--- src/rtl/count_delay_line.sv ---
// count_delay_line: up/down counter with a DEPTH-stage registered history of
// its past values. Counter priority per edge is clr > load > en > hold.
// Optional feature macro: COUNT_DELAY_SAT_EN compiles in saturate mode
// (selected per cycle by sat) and makes sat_hit live; without it the counter
// always wraps, sat is ignored and sat_hit is tied low.

module count_delay_line #(
  parameter int unsigned WIDTH = 8,
  parameter int unsigned DEPTH = 4,
  parameter int unsigned STEP  = 1
) (
  input  logic                   clk,
  input  logic                   n_rst,
  input  logic                   clr,
  input  logic                   load,
  input  logic [WIDTH-1:0]       load_val,
  input  logic                   en,
  input  logic                   up,
  input  logic                   sat,
  output logic [WIDTH-1:0]       count,
  output logic [DEPTH*WIDTH-1:0] tap,
  output logic [DEPTH-1:0]       tap_vld,
  output logic                   wrap,
  output logic                   sat_hit
);

  localparam int unsigned EXT_W = WIDTH + 1;
  localparam int unsigned TAP_W = DEPTH * WIDTH;
  localparam logic [WIDTH:0] STEP_EXT = EXT_W'(STEP);

  logic [WIDTH:0]   sum_up;
  logic [WIDTH:0]   sum_dn;
  logic             ovf;
  logic [WIDTH-1:0] adv;
  logic [WIDTH-1:0] count_nxt;
  logic             wrap_nxt;
  logic [TAP_W-1:0] tap_shift;
  logic [DEPTH-1:0] tap_vld_shift;

  // Step arithmetic at WIDTH+1 bits; the top bit flags overflow/underflow
  always_comb begin
    sum_up = {1'b0, count} + STEP_EXT;
    sum_dn = {1'b0, count} - STEP_EXT;
    ovf    = up ? sum_up[WIDTH] : sum_dn[WIDTH];
    adv    = up ? sum_up[WIDTH-1:0] : sum_dn[WIDTH-1:0];
  end

`ifdef COUNT_DELAY_SAT_EN
  logic             sat_hit_nxt;
  logic [WIDTH-1:0] limit;

  // Next count with priority clr > load > en; clamp or wrap on overflow
  always_comb begin
    count_nxt   = count;
    wrap_nxt    = 1'b0;
    sat_hit_nxt = 1'b0;
    limit       = up ? {WIDTH{1'b1}} : {WIDTH{1'b0}};
    if (clr) begin
      count_nxt = '0;
    end else if (load) begin
      count_nxt = load_val;
    end else if (en) begin
      count_nxt = adv;
      if (ovf) begin
        if (sat) begin
          count_nxt   = limit;
          sat_hit_nxt = 1'b1;
        end else begin
          wrap_nxt = 1'b1;
        end
      end
    end
  end

  // Saturation pulse register
  always_ff @(posedge clk or negedge n_rst) begin
    if (!n_rst) begin
      sat_hit <= 1'b0;
    end else begin
      sat_hit <= sat_hit_nxt;
    end
  end
`else
  // sat has no effect in the wrap-only build
  logic sat_unused;
  assign sat_unused = sat;
  assign sat_hit    = 1'b0;

  // Next count with priority clr > load > en; always wraps on overflow
  always_comb begin
    count_nxt = count;
    wrap_nxt  = 1'b0;
    if (clr) begin
      count_nxt = '0;
    end else if (load) begin
      count_nxt = load_val;
    end else if (en) begin
      count_nxt = adv;
      wrap_nxt  = ovf;
    end
  end
`endif

  // History shift: tap0 takes the registered count, tap k takes tap k-1
  for (genvar k = 0; k < int'(DEPTH); k++) begin : g_hist
    if (k == 0) begin : g_head
      assign tap_shift[WIDTH-1:0] = count;
    end else begin : g_body
      assign tap_shift[k*WIDTH +: WIDTH] = tap[(k-1)*WIDTH +: WIDTH];
    end
  end

  // Valid flags shift left with a 1 entering at bit 0
  assign tap_vld_shift = DEPTH'({tap_vld, 1'b1});

  // Counter, wrap pulse and history registers
  always_ff @(posedge clk or negedge n_rst) begin
    if (!n_rst) begin
      count   <= '0;
      wrap    <= 1'b0;
      tap     <= '0;
      tap_vld <= '0;
    end else begin
      count <= count_nxt;
      wrap  <= wrap_nxt;
      if (clr) begin
        tap     <= '0;
        tap_vld <= '0;
      end else begin
        tap     <= tap_shift;
        tap_vld <= tap_vld_shift;
      end
    end
  end

endmodule

--- config.mk ---
export PLATFORM = sky130hd
export DESIGN_NAME = count_delay_line
export DESIGN_NICKNAME = d
export VERILOG_FILES = /design/src/rtl/count_delay_line.sv
export SDC_FILE = /design/constraint.sdc
export NUM_CORES = 1
export LEC_CHECK = 0
export CAP_MARGIN = 20
export CORE_ASPECT_RATIO = 1.25
export CORE_MARGIN = 4
export CORE_UTILIZATION = 45
export CTS_CLUSTER_DIAMETER = 120
export CTS_CLUSTER_SIZE = 28
export DETAILED_ROUTE_END_ITERATION = 12
export PLACE_DENSITY = 0.84
export SLEW_MARGIN = 10
export SYNTH_ARGS = -nofsm -noshare
export SYNTH_HDL_FRONTEND = slang
export SYNTH_SLANG_ARGS = --single-unit
--- constraint.sdc ---
create_clock -name clk -period 1.83 [get_ports clk]
set_input_delay 0.366 -clock clk [delete_from_list [all_inputs] [get_ports clk]]
set_output_delay 0.366 -clock clk [all_outputs]
set_load 0.005 [all_outputs]
==> results.sh, run 1 <==
export IMPL_status="finished, final reports clean"
export IMPL_cts_setup_buffers=0
export IMPL_cts_tree="built"
export IMPL_syn2layout_area_growth_pct=43.3
export IMPL_critical_path_arrival_ps=1350
export IMPL_rows=25
export IMPL_ys_warnings_count=0
export IMPL_die_w_um=64.4
export IMPL_syn_area_mm2=0.00179
export IMPL_p_comb_share_pct=14.3
export IMPL_port_buffers=58
export IMPL_whs_ps=142
export IMPL_synth_area_per_cell_um2=12.0
export IMPL_routed_wirelength_um=3530
export IMPL_num_io_pins=61
export IMPL_nNetsFinal=231
export IMPL_dp_hpwl_um=2510
export IMPL_path_class="register to output pin"
export IMPL_drtIter0Drc=43
export IMPL_die_h_um=78.5
export IMPL_routabilityCongestion=0.772
export IMPL_synth_seq_area_share_pct=62.9
export IMPL_initial_core_util_pct=46.9
export IMPL_yosysTopAreaCell="dfrtp_1"
export IMPL_cap_violations=0
export IMPL_clock_sinks=45
export IMPL_clock_latency_ps=290
export IMPL_cts_hold_fix_buffers=0
export IMPL_core_mm2=0.00382
export IMPL_crit_path_top_delay_cell="clkdlybuf4s50_1"
export IMPL_cts_max_level=2
export IMPL_worst_path_buf_inv=1
export IMPL_drc=0
export IMPL_total_power_mw=1.91
export IMPL_grt_pass1_wl_um=5870
export IMPL_cts_clk_slew_worst_paths_ps=80
export IMPL_grt_max_degree=46
export IMPL_grt_overflow_total=0
export IMPL_cts_resized=0
export IMPL_yosys_top_cells_area="dfrtp_1 (63%), nor2b_1 (12%), xor2_1 (2.4%)"
export IMPL_intPower_mw=1.45
export IMPL_synth_edff_count=0
export IMPL_crit_required_ps=1460
export IMPL_wl_per_cell_um=13.1
export IMPL_synth_seq_cells=45
export IMPL_rsz0062_at_grt="no"
export IMPL_synth_fp_nets=166
export IMPL_worst_slew_pin_slew_ps=531
export IMPL_reg2reg_slack_ps=150
export IMPL_p_leak_nw=1.15
export IMPL_cp_end_kind="output pin"
export IMPL_relSlewSlack_pct=64.6
export IMPL_drive_above_1_share_pct=11.6
export IMPL_final_cell_area_mm2=0.00257
export IMPL_crit_chain="clkdlybuf4s50_1"
export IMPL_numCtsBuffers=5
export IMPL_clock_fmax_mhz=584
export IMPL_dieArea_mm2=0.00506
export IMPL_path_max_fanout=9
export IMPL_clkPwrFrac_pct=30.0
export IMPL_skew_ps=2.90
export IMPL_num_fill_cells=304
export IMPL_p_sw_share_pct=24.0
export IMPL_hp_class="input pin to async pin"
export IMPL_clock_path_buffers=2
export IMPL_grtUsageTotal_pct=15.0
export IMPL_synth_cell_types=34
export IMPL_setup_violations=0
export IMPL_first_global_vias=1266
export IMPL_period_needed_ps=1710
export IMPL_switchingPower_mw=0.459
export IMPL_final_hold_viol_count=0
export IMPL_vdd_ir_drop_worst_uv=507
export IMPL_post_route_period_util_pct=93.6
export IMPL_start_kind="register"
export IMPL_critical_path_top_delay_family="buffers and inverters"
export IMPL_maxSlewViolCount=0
export IMPL_num_antenna_cells=0
export IMPL_vias=1286
export IMPL_ant_nets=0
export IMPL_clockRootBuffer="clkbuf_8"
export IMPL_ys_flop_type="dfrtp_1"
export IMPL_drt_first_pass_iters=4
export IMPL_viasPerCell=4.78
export IMPL_syn_instance_count=149
export IMPL_netlist_area_leader_share_pct=62.9
export IMPL_seqPwrFrac_pct=55.7
export IMPL_post_dp_cell_area_mm2=0.00247
export IMPL_power_density_mw_per_mm2=746
export IMPL_async_flop_share_pct=100
export IMPL_slowest_delay_ps=570
export IMPL_antenna_found_initial=0
cells in the mapped netlist, drive strengths merged, types with 3 or more instances:
master and instances:
clkbuf 6, nand2 7, nor2b 33, xor2 5, dfrtp 45, a211oi 5, inv 5, nor2 10
buf 3
logic make-up after synthesis:
family	share of synthesized area [%]
AOI/OAI and AO/OA	6.08
xor gates and xnor gates	3.42
adders and majority gates	1.40
buffers and inverters	3.56
DFF	62.9
muxes	1.75
other	0.209
and+or+nand+nor	20.7
cell usage in the layout (no fill, tap or decap), types with 2 or more instances in the layout:
master           instances
nor2_1                  10
inv_1                    5
nand2_1                  7
xor2_1                   5
dfrtp_1                 44
mux2i_1                  2
nor2b_1                 33
a21oi_1                  2
a211oi_1                 3
a32oi_1                  2
clkdlybuf4s50_1         57
buf_4                    8
clkinv_2                 2
and3_2                   2
a211oi_2                 2
clkbuf_8                 5
xnor2_1                  2
or4b_1                   2
nor4_1                   2
power by group through the flow:
stage,sequential (mW),clock (mW),combinational [mW]
finish,1.07,0.573,0.274
global route,1.07,0.637,0.302
CTS,1.06,0.593,0.276
detailed placement,1.08,0,0.274
global placement,1.08,0,0.268
floorplan,1.08,0,0.110
state kept, by name, indices dropped and copies added (netlist names):
register  count
count         8
tap_vld       4
wrap          1
tap          32
per-layer routing:
layer / share of wire [%] / track usage, %
met1: 44 / 20.3
met2: 47 / 23.3
met3: 7.7 / 4.43
met4: 1.1 / 4.44
met5: 0 / 0
per-stage QoR:
step | setup WS [ps] | setup TNS (ps) | cells | util [%]
floorplan | 209 | 0 | 149 | -
global placement | -141 | -439 | 261 | 64.7
detailed placement | -149 | -556 | 261 | 64.7
CTS | 47.7 | 0 | 269 | 66.9
global route | 11.8 | 0 | 269 | 67.2
finish | 117 | 0 | 269 | 67.2
final cells by class:
cell class / count / area, µm² / share of cell area, %
tap: 54 / 67.6 / 2.63
timing repair buffer: 67 / 656 / 25.5
multi-input combinational: 90 / 614 / 23.9
inverter: 5 / 18.8 / 0.731
clock buffer: 6 / 72.6 / 2.83
clock inverter: 2 / 10.0 / 0.390
sequential: 45 / 1130 / 43.9
worst paths after layout:
check | startpoint | endpoint | cells past startpoint
max | count[4]$_DFFE_PN0P_ | count[4] | 1
min | n_rst | tap_vld[3]$_DFF_PN0_ | 2
min reg2reg | tap[14]$_DFF_PN0_ | tap[22]$_DFF_PN0_ | 1
max in group asynchronous | n_rst | count[3]$_DFFE_PN0P_ | 2
min in group clk | tap[14]$_DFF_PN0_ | tap[22]$_DFF_PN0_ | 1
max reg2reg | count[1]$_DFFE_PN0P_ | count[6]$_DFFE_PN0P_ | 6
Note: power is estimated with default switching activity, not from simulation.
==> inputs of run 2 (changes only) <==
Clock period 1.83 ns to 1.8 ns, I/O delays scaled along.
==> results.sh, run 2 (synthesized netlist as in run 1, its figures left out) <==
export IMPL_status="finished, final reports clean"
export IMPL_final_cell_mix="clkdlybuf4s50_1 (57), dfrtp_1 (43), nor2b_1 (33)"
export IMPL_crit_required_ps=1440
export IMPL_cts_max_level=2
export IMPL_cts_resized=0
export IMPL_maxSlewViolCount=0
export IMPL_crit_path_top_delay_cell="clkdlybuf4s50_1"
export IMPL_num_antenna_cells=0
export IMPL_power_density_mw_per_mm2=763
export IMPL_worst_path_buf_inv=1
export IMPL_p_leak_nw=1.16
export IMPL_die_h_um=78.5
export IMPL_core_mm2=0.00382
export IMPL_grt_max_degree=46
export IMPL_vdd_ir_drop_worst_uv=365
export IMPL_rows=25
export IMPL_viasPerCell=4.90
export IMPL_critical_path_arrival_ps=1340
export IMPL_grtUsageTotal_pct=15.3
export IMPL_vias=1318
export IMPL_first_global_vias=1341
export IMPL_numCtsBuffers=5
export IMPL_clock_sinks=45
export IMPL_clock_fmax_mhz=589
export IMPL_reg2reg_slack_ps=110
export IMPL_post_route_period_util_pct=94.3
export IMPL_port_buffers=58
export IMPL_grt_overflow_total=0
export IMPL_drive_above_1_share_pct=12.6
export IMPL_post_dp_cell_area_mm2=0.00248
export IMPL_final_hold_viol_count=0
export IMPL_initial_core_util_pct=46.9
export IMPL_final_cell_area_mm2=0.00258
export IMPL_num_io_pins=61
export IMPL_cts_clk_slew_worst_paths_ps=70
export IMPL_critical_path_top_delay_family="buffers and inverters"
export IMPL_worst_slew_pin_slew_ps=546
export IMPL_dp_hpwl_um=2440
export IMPL_wl_per_cell_um=13.0
export IMPL_drt_first_pass_iters=4
export IMPL_clock_latency_ps=290
export IMPL_top_regs="tap: 32 flops, count: 8 flops, tap_vld: 4 flops"
export IMPL_routed_wirelength_um=3500
export IMPL_hp_class="input pin to async pin"
export IMPL_top_register="tap"
export IMPL_dieArea_mm2=0.00506
export IMPL_cap_violations=0
export IMPL_largest_register_ffs=32
export IMPL_clockRootBuffer="clkbuf_8"
export IMPL_drtIter0Drc=50
export IMPL_path_max_fanout=8
export IMPL_drc=0
export IMPL_cts_hold_fix_buffers=0
export IMPL_cts_setup_buffers=0
export IMPL_routabilityCongestion=0.790
export IMPL_slowest_delay_ps=560
export IMPL_path_class="register to output pin"
export IMPL_setup_slack_ps=103
export IMPL_relSlewSlack_pct=63.6
export IMPL_cts_tree="built"
export IMPL_pre_cts_ws_ps=-185
export IMPL_period_needed_ps=1700
export IMPL_clock_path_buffers=2
export IMPL_grt_pass1_wl_um=6000
export IMPL_start_kind="register"
export IMPL_setup_violations=0
export IMPL_nNetsFinal=232
export IMPL_cp_end_kind="output pin"
export IMPL_skew_ps=4.11
export IMPL_final_core_util_pct=67.6
export IMPL_reg2reg_to="count[4]$_DFFE_PN0P_"
export IMPL_ant_nets=0
export IMPL_die_w_um=64.4
export IMPL_rsz0062_at_grt="no"
export IMPL_antenna_found_initial=0
export IMPL_crit_reg2reg_launch="count[1]$_DFFE_PN0P_"
export IMPL_syn2layout_area_growth_pct=44.1
export IMPL_crit_chain="clkdlybuf4s50_1"
export IMPL_final_common_cell="clkdlybuf4s50_1"
export IMPL_reg2regPathDepth=6
## run 2: cell count changes in the layout (fill, tap and decap cells not counted), sizes merged
cell,previous run,this run
clkbuf,6,7
clkinv,2,0
buf,10,11
## run 2: worst max-delay path by stage
stage,from,to,slack (ps),depth (start not counted)
finish,count[2]$_DFFE_PN0P_,count[2],100,1
detailed placement,up,count[7]$_DFFE_PN0P_,-190,6
global placement,up,count[7]$_DFFE_PN0P_,-160,6
floorplan,count[0]$_DFFE_PN0P_,count[4]$_DFFE_PN0P_,180,6
CTS,count[3]$_DFFE_PN0P_,count[3],30,1
global route,count[1]$_DFFE_PN0P_,count[4]$_DFFE_PN0P_,10,6
## run 2: final cells by class
| cell class | count | area (µm²) |
|---|---|---|
| sequential | 45 | 1130 |
| inverter | 5 | 18.8 |
| clock buffer | 7 | 86.3 |
| multi-input combinational | 90 | 616 |
| tap | 54 | 67.6 |
| fill | 297 | 1240 |
| timing repair buffer | 68 | 663 |
## run 2: routing by layer
metal / track usage (%) / up-vias / wire length (µm)
met3: 6.01 / 4 / 312
li1: - / 621 / -
met1: 17.5 / 632 / 1520
met2: 25.4 / 61 / 1620
met5: 0 / - / 0
met4: 6.34 / 0 / 49
## run 2: through the flow
step | std cells | setup TNS [ps] | hold slack [ps] | power, mW
after global routing | 269 | 0 | 174 | 2.08
final | 269 | 0 | 142 | 1.97
after detailed placement | 262 | -670 | 468 | 1.38
after CTS | 269 | 0 | 142 | 2.00
after global placement | 262 | -550 | 462 | 1.37
after floorplan | 149 | 0 | 64.4 | 1.21
## run 2: report_power, final
part           total [mW]  internal [mW]  switching (mW)
clock network       0.605          0.304           0.300
logic               0.281          0.165           0.117
registers            1.08           1.05          0.0345
